--- src/rtl/dmem_pkg.sv ---
// Shared types and helpers for the data-memory controller (dmem_ctrl / dmem_align).
// Data words use big-endian bit numbering [0:31]: bit 0 is the MSB, byte lane 0 is bits [0:7].
package dmem_pkg;

  typedef enum logic [1:0] {
    IDLE = 2'd0,
    RD   = 2'd1,
    WR   = 2'd2,
    DONE = 2'd3
  } state_t;

  typedef enum logic [1:0] {
    SZ_WORD = 2'd0,
    SZ_HALF = 2'd1,
    SZ_BYTE = 2'd2
  } size_t;

  localparam int WORD_W  = 32;
  localparam int HALF_W  = 16;
  localparam int BYTE_W  = 8;
  // Right-justified lane positions inside a [0:31] word.
  localparam int HALF_RJ = WORD_W - HALF_W;
  localparam int BYTE_RJ = WORD_W - BYTE_W;

  // The byte flag wins when both sub-word flags are set.
  function automatic size_t decode_size(input logic is_byte, input logic is_half);
    if (is_byte)      return SZ_BYTE;
    else if (is_half) return SZ_HALF;
    else              return SZ_WORD;
  endfunction

  function automatic logic is_misaligned(input size_t size, input logic [1:0] offset);
    return ((size == SZ_HALF) && offset[0]) || ((size == SZ_WORD) && (offset != 2'b00));
  endfunction

endpackage

--- src/rtl/dmem_align.sv ---
// Combinational lane logic: sub-word load extraction with optional sign extension, and
// the lane merge used by read-modify-write stores.
module dmem_align
  import dmem_pkg::*;
(
  input  logic [0:WORD_W-1] rdata,
  input  logic [0:WORD_W-1] store_data,
  input  size_t             size,
  input  logic [1:0]        offset,
  input  logic              sext,
  output logic [0:WORD_W-1] load_data,
  output logic [0:WORD_W-1] merged_data
);

  logic [4:0]        byte_pos;
  logic [4:0]        half_pos;
  logic [0:BYTE_W-1] byte_lane;
  logic [0:HALF_W-1] half_lane;

  // Halves only look at the upper offset bit, so an odd half address falls back to its aligned half.
  assign byte_pos  = {offset, 3'b000};
  assign half_pos  = {offset[1], 4'b0000};
  assign byte_lane = rdata[byte_pos +: BYTE_W];
  assign half_lane = rdata[half_pos +: HALF_W];

  always_comb begin
    load_data   = rdata;
    merged_data = store_data;
    case (size)
      SZ_BYTE: begin
        load_data   = {{(WORD_W-BYTE_W){sext & byte_lane[0]}}, byte_lane};
        merged_data = rdata;
        merged_data[byte_pos +: BYTE_W] = store_data[BYTE_RJ +: BYTE_W];
      end
      SZ_HALF: begin
        load_data   = {{(WORD_W-HALF_W){sext & half_lane[0]}}, half_lane};
        merged_data = rdata;
        merged_data[half_pos +: HALF_W] = store_data[HALF_RJ +: HALF_W];
      end
      default: begin
        load_data   = rdata;
        merged_data = store_data;
      end
    endcase
  end

endmodule

--- src/rtl/dmem_ctrl.sv ---
// Data-memory controller between the memory stage and a word-wide ack-handshaked SRAM.
// Optional MISALIGN_TRAP_EN adds misalign_fault and traps misaligned half/word accesses.
module dmem_ctrl
  import dmem_pkg::*;
#(
  parameter int ADDR_W = 16
)
(
  input  logic              clk,
  input  logic              rst_n,
  input  logic              req_valid,
  input  logic [0:31]       addr_from_stage,
  input  logic [0:31]       data_from_stage,
  input  logic              write_enable,
  input  logic              byte_access,
  input  logic              half_word,
  input  logic              sign_extend,
  output logic              stall,
  output logic [0:31]       data_to_stage,
  output logic              data_valid,
  output logic              mem_req,
  output logic              mem_we,
  output logic [ADDR_W-1:0] mem_addr,
  output logic [0:31]       mem_wdata,
  input  logic [0:31]       mem_rdata,
  input  logic              mem_ack
`ifdef MISALIGN_TRAP_EN
  ,
  output logic              misalign_fault
`endif
);

  state_t      state;
  state_t      state_next;
  size_t       in_size;
  size_t       req_size;
  logic [1:0]  in_offset;
  logic [1:0]  req_offset;
  logic        req_we;
  logic        req_sext;
  logic [0:31] req_wdata;
  logic        trap;
  logic [0:31] load_data;
  logic [0:31] merged_data;
  logic        unused_addr_bits;

  assign in_size          = decode_size(byte_access, half_word);
  assign in_offset        = addr_from_stage[30:31];
  assign unused_addr_bits = ^addr_from_stage[0 +: 30-ADDR_W];
  assign stall            = req_valid && (state != DONE);

`ifdef MISALIGN_TRAP_EN
  assign trap = is_misaligned(in_size, in_offset);
`else
  assign trap = 1'b0;
`endif

  dmem_align u_align (
    .rdata       (mem_rdata),
    .store_data  (req_wdata),
    .size        (req_size),
    .offset      (req_offset),
    .sext        (req_sext),
    .load_data   (load_data),
    .merged_data (merged_data)
  );

  always_ff @(posedge clk or negedge rst_n) begin
    if (!rst_n) state <= IDLE;
    else        state <= state_next;
  end

  // Word stores skip the read; every other access reads first.
  always_comb begin
    state_next = state;
    case (state)
      IDLE: begin
        if (req_valid) begin
          if (trap)                                        state_next = DONE;
          else if (write_enable && (in_size == SZ_WORD))   state_next = WR;
          else                                             state_next = RD;
        end
      end
      RD:      if (mem_ack) state_next = req_we ? WR : DONE;
      WR:      if (mem_ack) state_next = DONE;
      DONE:    state_next = IDLE;
      default: state_next = IDLE;
    endcase
  end

  // SRAM-side outputs are registered from the next state so they hold steady while waiting for ack.
  always_ff @(posedge clk or negedge rst_n) begin
    if (!rst_n) begin
      mem_req       <= 1'b0;
      mem_we        <= 1'b0;
      mem_addr      <= '0;
      mem_wdata     <= '0;
      data_to_stage <= '0;
      data_valid    <= 1'b0;
      req_size      <= SZ_WORD;
      req_offset    <= 2'b00;
      req_we        <= 1'b0;
      req_sext      <= 1'b0;
      req_wdata     <= '0;
    end else begin
      mem_req    <= (state_next == RD) || (state_next == WR);
      mem_we     <= (state_next == WR);
      data_valid <= (state_next == DONE);
      case (state)
        IDLE: begin
          if (req_valid) begin
            req_size   <= in_size;
            req_offset <= in_offset;
            req_we     <= write_enable;
            req_sext   <= sign_extend;
            req_wdata  <= data_from_stage;
            mem_addr   <= addr_from_stage[30-ADDR_W +: ADDR_W];
            mem_wdata  <= data_from_stage;
            if (trap) data_to_stage <= '0;
          end
        end
        RD: begin
          if (mem_ack) begin
            if (req_we) mem_wdata     <= merged_data;
            else        data_to_stage <= load_data;
          end
        end
        default: begin
        end
      endcase
    end
  end

`ifdef MISALIGN_TRAP_EN
  // A trapped request goes straight to DONE, so the fault flag lines up with data_valid.
  always_ff @(posedge clk or negedge rst_n) begin
    if (!rst_n) misalign_fault <= 1'b0;
    else        misalign_fault <= (state == IDLE) && req_valid && trap;
  end
`endif

endmodule
--- config.mk ---
export PLATFORM = sky130hd
export DESIGN_NAME = dmem_ctrl
export DESIGN_NICKNAME = d
export VERILOG_FILES = /design/src/rtl/dmem_pkg.sv /design/src/rtl/dmem_align.sv /design/src/rtl/dmem_ctrl.sv
export SDC_FILE = /design/constraint.sdc
export NUM_CORES = 1
export LEC_CHECK = 0
export CORE_UTILIZATION = 35
export CTS_BUF_LIST = sky130_fd_sc_hd__clkbuf_4 sky130_fd_sc_hd__clkbuf_8 sky130_fd_sc_hd__clkbuf_16
export DETAILED_ROUTE_END_ITERATION = 10
export PLACE_DENSITY = 0.68
export SKIP_LAST_GASP = 1
export SYNTH_ARGS = -nofsm -noshare
export SYNTH_HDL_FRONTEND = slang
export SYNTH_SLANG_ARGS = --single-unit
--- constraint.sdc ---
create_clock -name clk -period 2.38 [get_ports clk]
set_clock_uncertainty 0.15 [all_clocks]
set_input_delay 0.357 -clock clk [delete_from_list [all_inputs] [get_ports clk]]
set_output_delay 0.357 -clock clk [all_outputs]
set_load 0.01 [all_outputs]
==> results.txt <==
min-delay worst type: register to register
Async SR Flop Fraction: 100%
Slew headroom: 54.3%
CP max-delay cell: clkdlybuf4s50_1
Post-DP HPWL: 14,800 um
Cell Area, Synth: 6450 um2
# resized after CTS: 0
post-synth top area share: 47.7%
worst-margin pin slew: 0.685 ns
count of final hold-check violations: 0
CP top delay family: buffers and inverters
Mapped Nets: 739
clk_lat worst skew: 0.42 ns
clock slew at reported path FFs: 0.06 ns
CP Capture Type: output pin
port bufs: 173
cell count after synthesis: 632
placeable core area: 18,000 um2
die span in x: 138 um
post-layout min period: 2.23 ns
wire per inst: 19.4 um
root buf cell: clkbuf_16
DRT antenna net count: 0
# setup viols final: 0
Ant. Diodes: 0
Slew Limit Fails: 0
via count: 5,798
vias per inst: 5.55
sequential area share after synthesis: 47.7%
fraction of layout cells with a size suffix above 1: 16.9%
initial DRC count: 434
crit path cell chain: a21boi_0, clkdlybuf4s50_1
CTS Buf Count: 17
Util after Layout: 51.1%
startpoint type of the worst setup path: register
CTS sink cnt: 123
total grt overflow: 0
maximum clock frequency: 448 MHz
CTS max path bufs: 2
peak supply drop: 0.685 mV
Reg area: 3080 um2
CTS H-tree lvls: 4
multi-input logic area: 3120 um2
Setup CP Type: register to output pin
first-pass GRT wire length: 31,200 um
TritonCTS clock tree: done
final worst path period share: 93.9%
Area growth syn-to-layout: 42.8%
largest net degree at the start of global routing: 124
Top FF cell, synth: dfrtp_1
Routed WL: 20,200 um
dominant cell type by area after synthesis: dfrtp_1
Max stage delay on crit path: 0.56 ns
Max Cap Viol: 0
die height: 138 um
Post-synth EDFFs: 0
worst-path maximum fanout: 10
CP arrival: 1.73 ns
leading cell types in the layout, fill and taps excluded: 172 x clkdlybuf4s50_1, 122 x dfrtp_1, 84 x o21ai_0, 65 x a21oi_1, 58 x mux2_2
run status: finished, final reports clean
DRC viols: 0
total power draw: 13.7 mW
global placer's final weighted congestion: 0.844
Worst Path Buf+Inv: 1
Worst Path Required: 1.87 ns
# nets final: 910
Post-Route Setup TNS: 0 ns
Die Area: 19,000 um2
I/O pin count: 188
Area contributors post-synth: dfrtp_1 48%, mux2_2 10%, o21ai_0 6.5%
#FFs+latches synth: 123
starting density of the core: 35.8%
vias in the first global route: 5,604
Lkg Pwr: 3.64 nW
Row Count: 49
RSZ-0062 raised after global routing: false
Filler Cells Inserted: 1,657
most common cell after layout, fill and taps aside: clkdlybuf4s50_1
count of cell types in the netlist: 42
Pre-antenna DRT Iters: 4
initial antenna violation count: 0
global-route total usage across every layer: 22.1%
syn_area_per_cell: 10.2 um2
pwr/cell area: 1490 nW/um2
Synth Warn #: 0
-- final timing paths --
check	from	end	slack, ns	cells past startpoint
max in group asynchronous	rst_n	req_offset[1]	1.13	3
hold reg to reg	mem_wdata[8]	mem_wdata[8]	0.33	2
min in group asynchronous	rst_n	data_to_stage[3]	0.44	3
setup / recovery	state[1]	stall	0.15	2
setup reg to reg	req_size[1]	mem_wdata[15]	0.18	6
hold / removal	mem_wdata[8]	mem_wdata[8]	0.33	2
-- stage by stage --
stage	hold WS, ns	worst slack [ns]	instance area (um2)	std cells
after floorplan	-0.0886	0.337	6450	632
after global placement	0.320	0.0254	8590	1012
after detailed placement	0.326	-0.0000451	8590	1012
after CTS	0.339	0.118	9210	1045
after global routing	0.360	0.0211	9210	1045
final	0.334	0.146	9210	1045
-- worst min-delay path, cell delays in order, from the launching register on --
cell and delay (ns):
dfrtp_1 0.34, nand2_1 0.05, o21ai_0 0.06
-- metal layers --
layer	routed length [um]	track usage, %
met4	612	8.70
met2	9280	33.4
met5	0	0
met3	1330	5.37
met1	9000	30.2
-- cells in the mapped netlist (2+ instances only) --
library cell / instances
dfrtp_1: 123
o21ai_0: 84
a21oi_1: 66
mux2_2: 58
nand2_1: 53
mux2i_1: 41
o211ai_1: 30
clkbuf_1: 27
nor2_1: 24
o221ai_1: 21
buf_2: 18
a221oi_1: 12
or3_1: 8
buf_1: 7
o21a_1: 7
inv_1: 6
o2111ai_1: 6
nand2b_1: 5
nor2b_1: 4
ha_1: 3
nor3_1: 3
and2_1: 2
and3_1: 2
buf_6: 2
clkbuf_2: 2
nand3b_1: 2
-- timing repair --
item                                    4_1_cts  5_1_grt
buffers inserted                              0        0
hold buffers                                  1        0
endpoints found under the setup margin        0        0
endpoints found under the hold margin       123        0
-- layout make-up --
| type | instances | share of cell area [%] |
|---|---|---|
| well taps | 229 | 3.11 |
| clock buffers | 18 | 4.77 |
| multi-input cells | 446 | 33.9 |
| clock inverters | 14 | 1.87 |
| repair buffers | 209 | 22.7 |
| inverters | 6 | 0.245 |
| flip-flops and latches | 123 | 33.4 |
-- power breakdown --
part	switching (mW)	total (mW)	internal [mW]
Combinational	3.53	7.02	3.49
Clock	0.989	2.66	1.67
Sequential	0.850	4.03	3.18
-- state kept, by name (all words and copies together) (netlist names) --
signal and flops:
req_we 1, mem_we 1, data_to_stage 32, req_size 2, req_sext 1, state 2, mem_req 1, mem_wdata 32
req_wdata 32, data_valid 1, mem_addr 16, req_offset 2
-- kinds of logic after synthesis --
family          after synthesis  synth area share [%]
compound gates              233                  22.4
flops                       123                  47.7
simple gates                110                  8.13
mux                         100                  16.8
buf+inv                      63                  4.34
fa+ha+maj                     3                 0.582
Power figures use the tool's default switching activity.
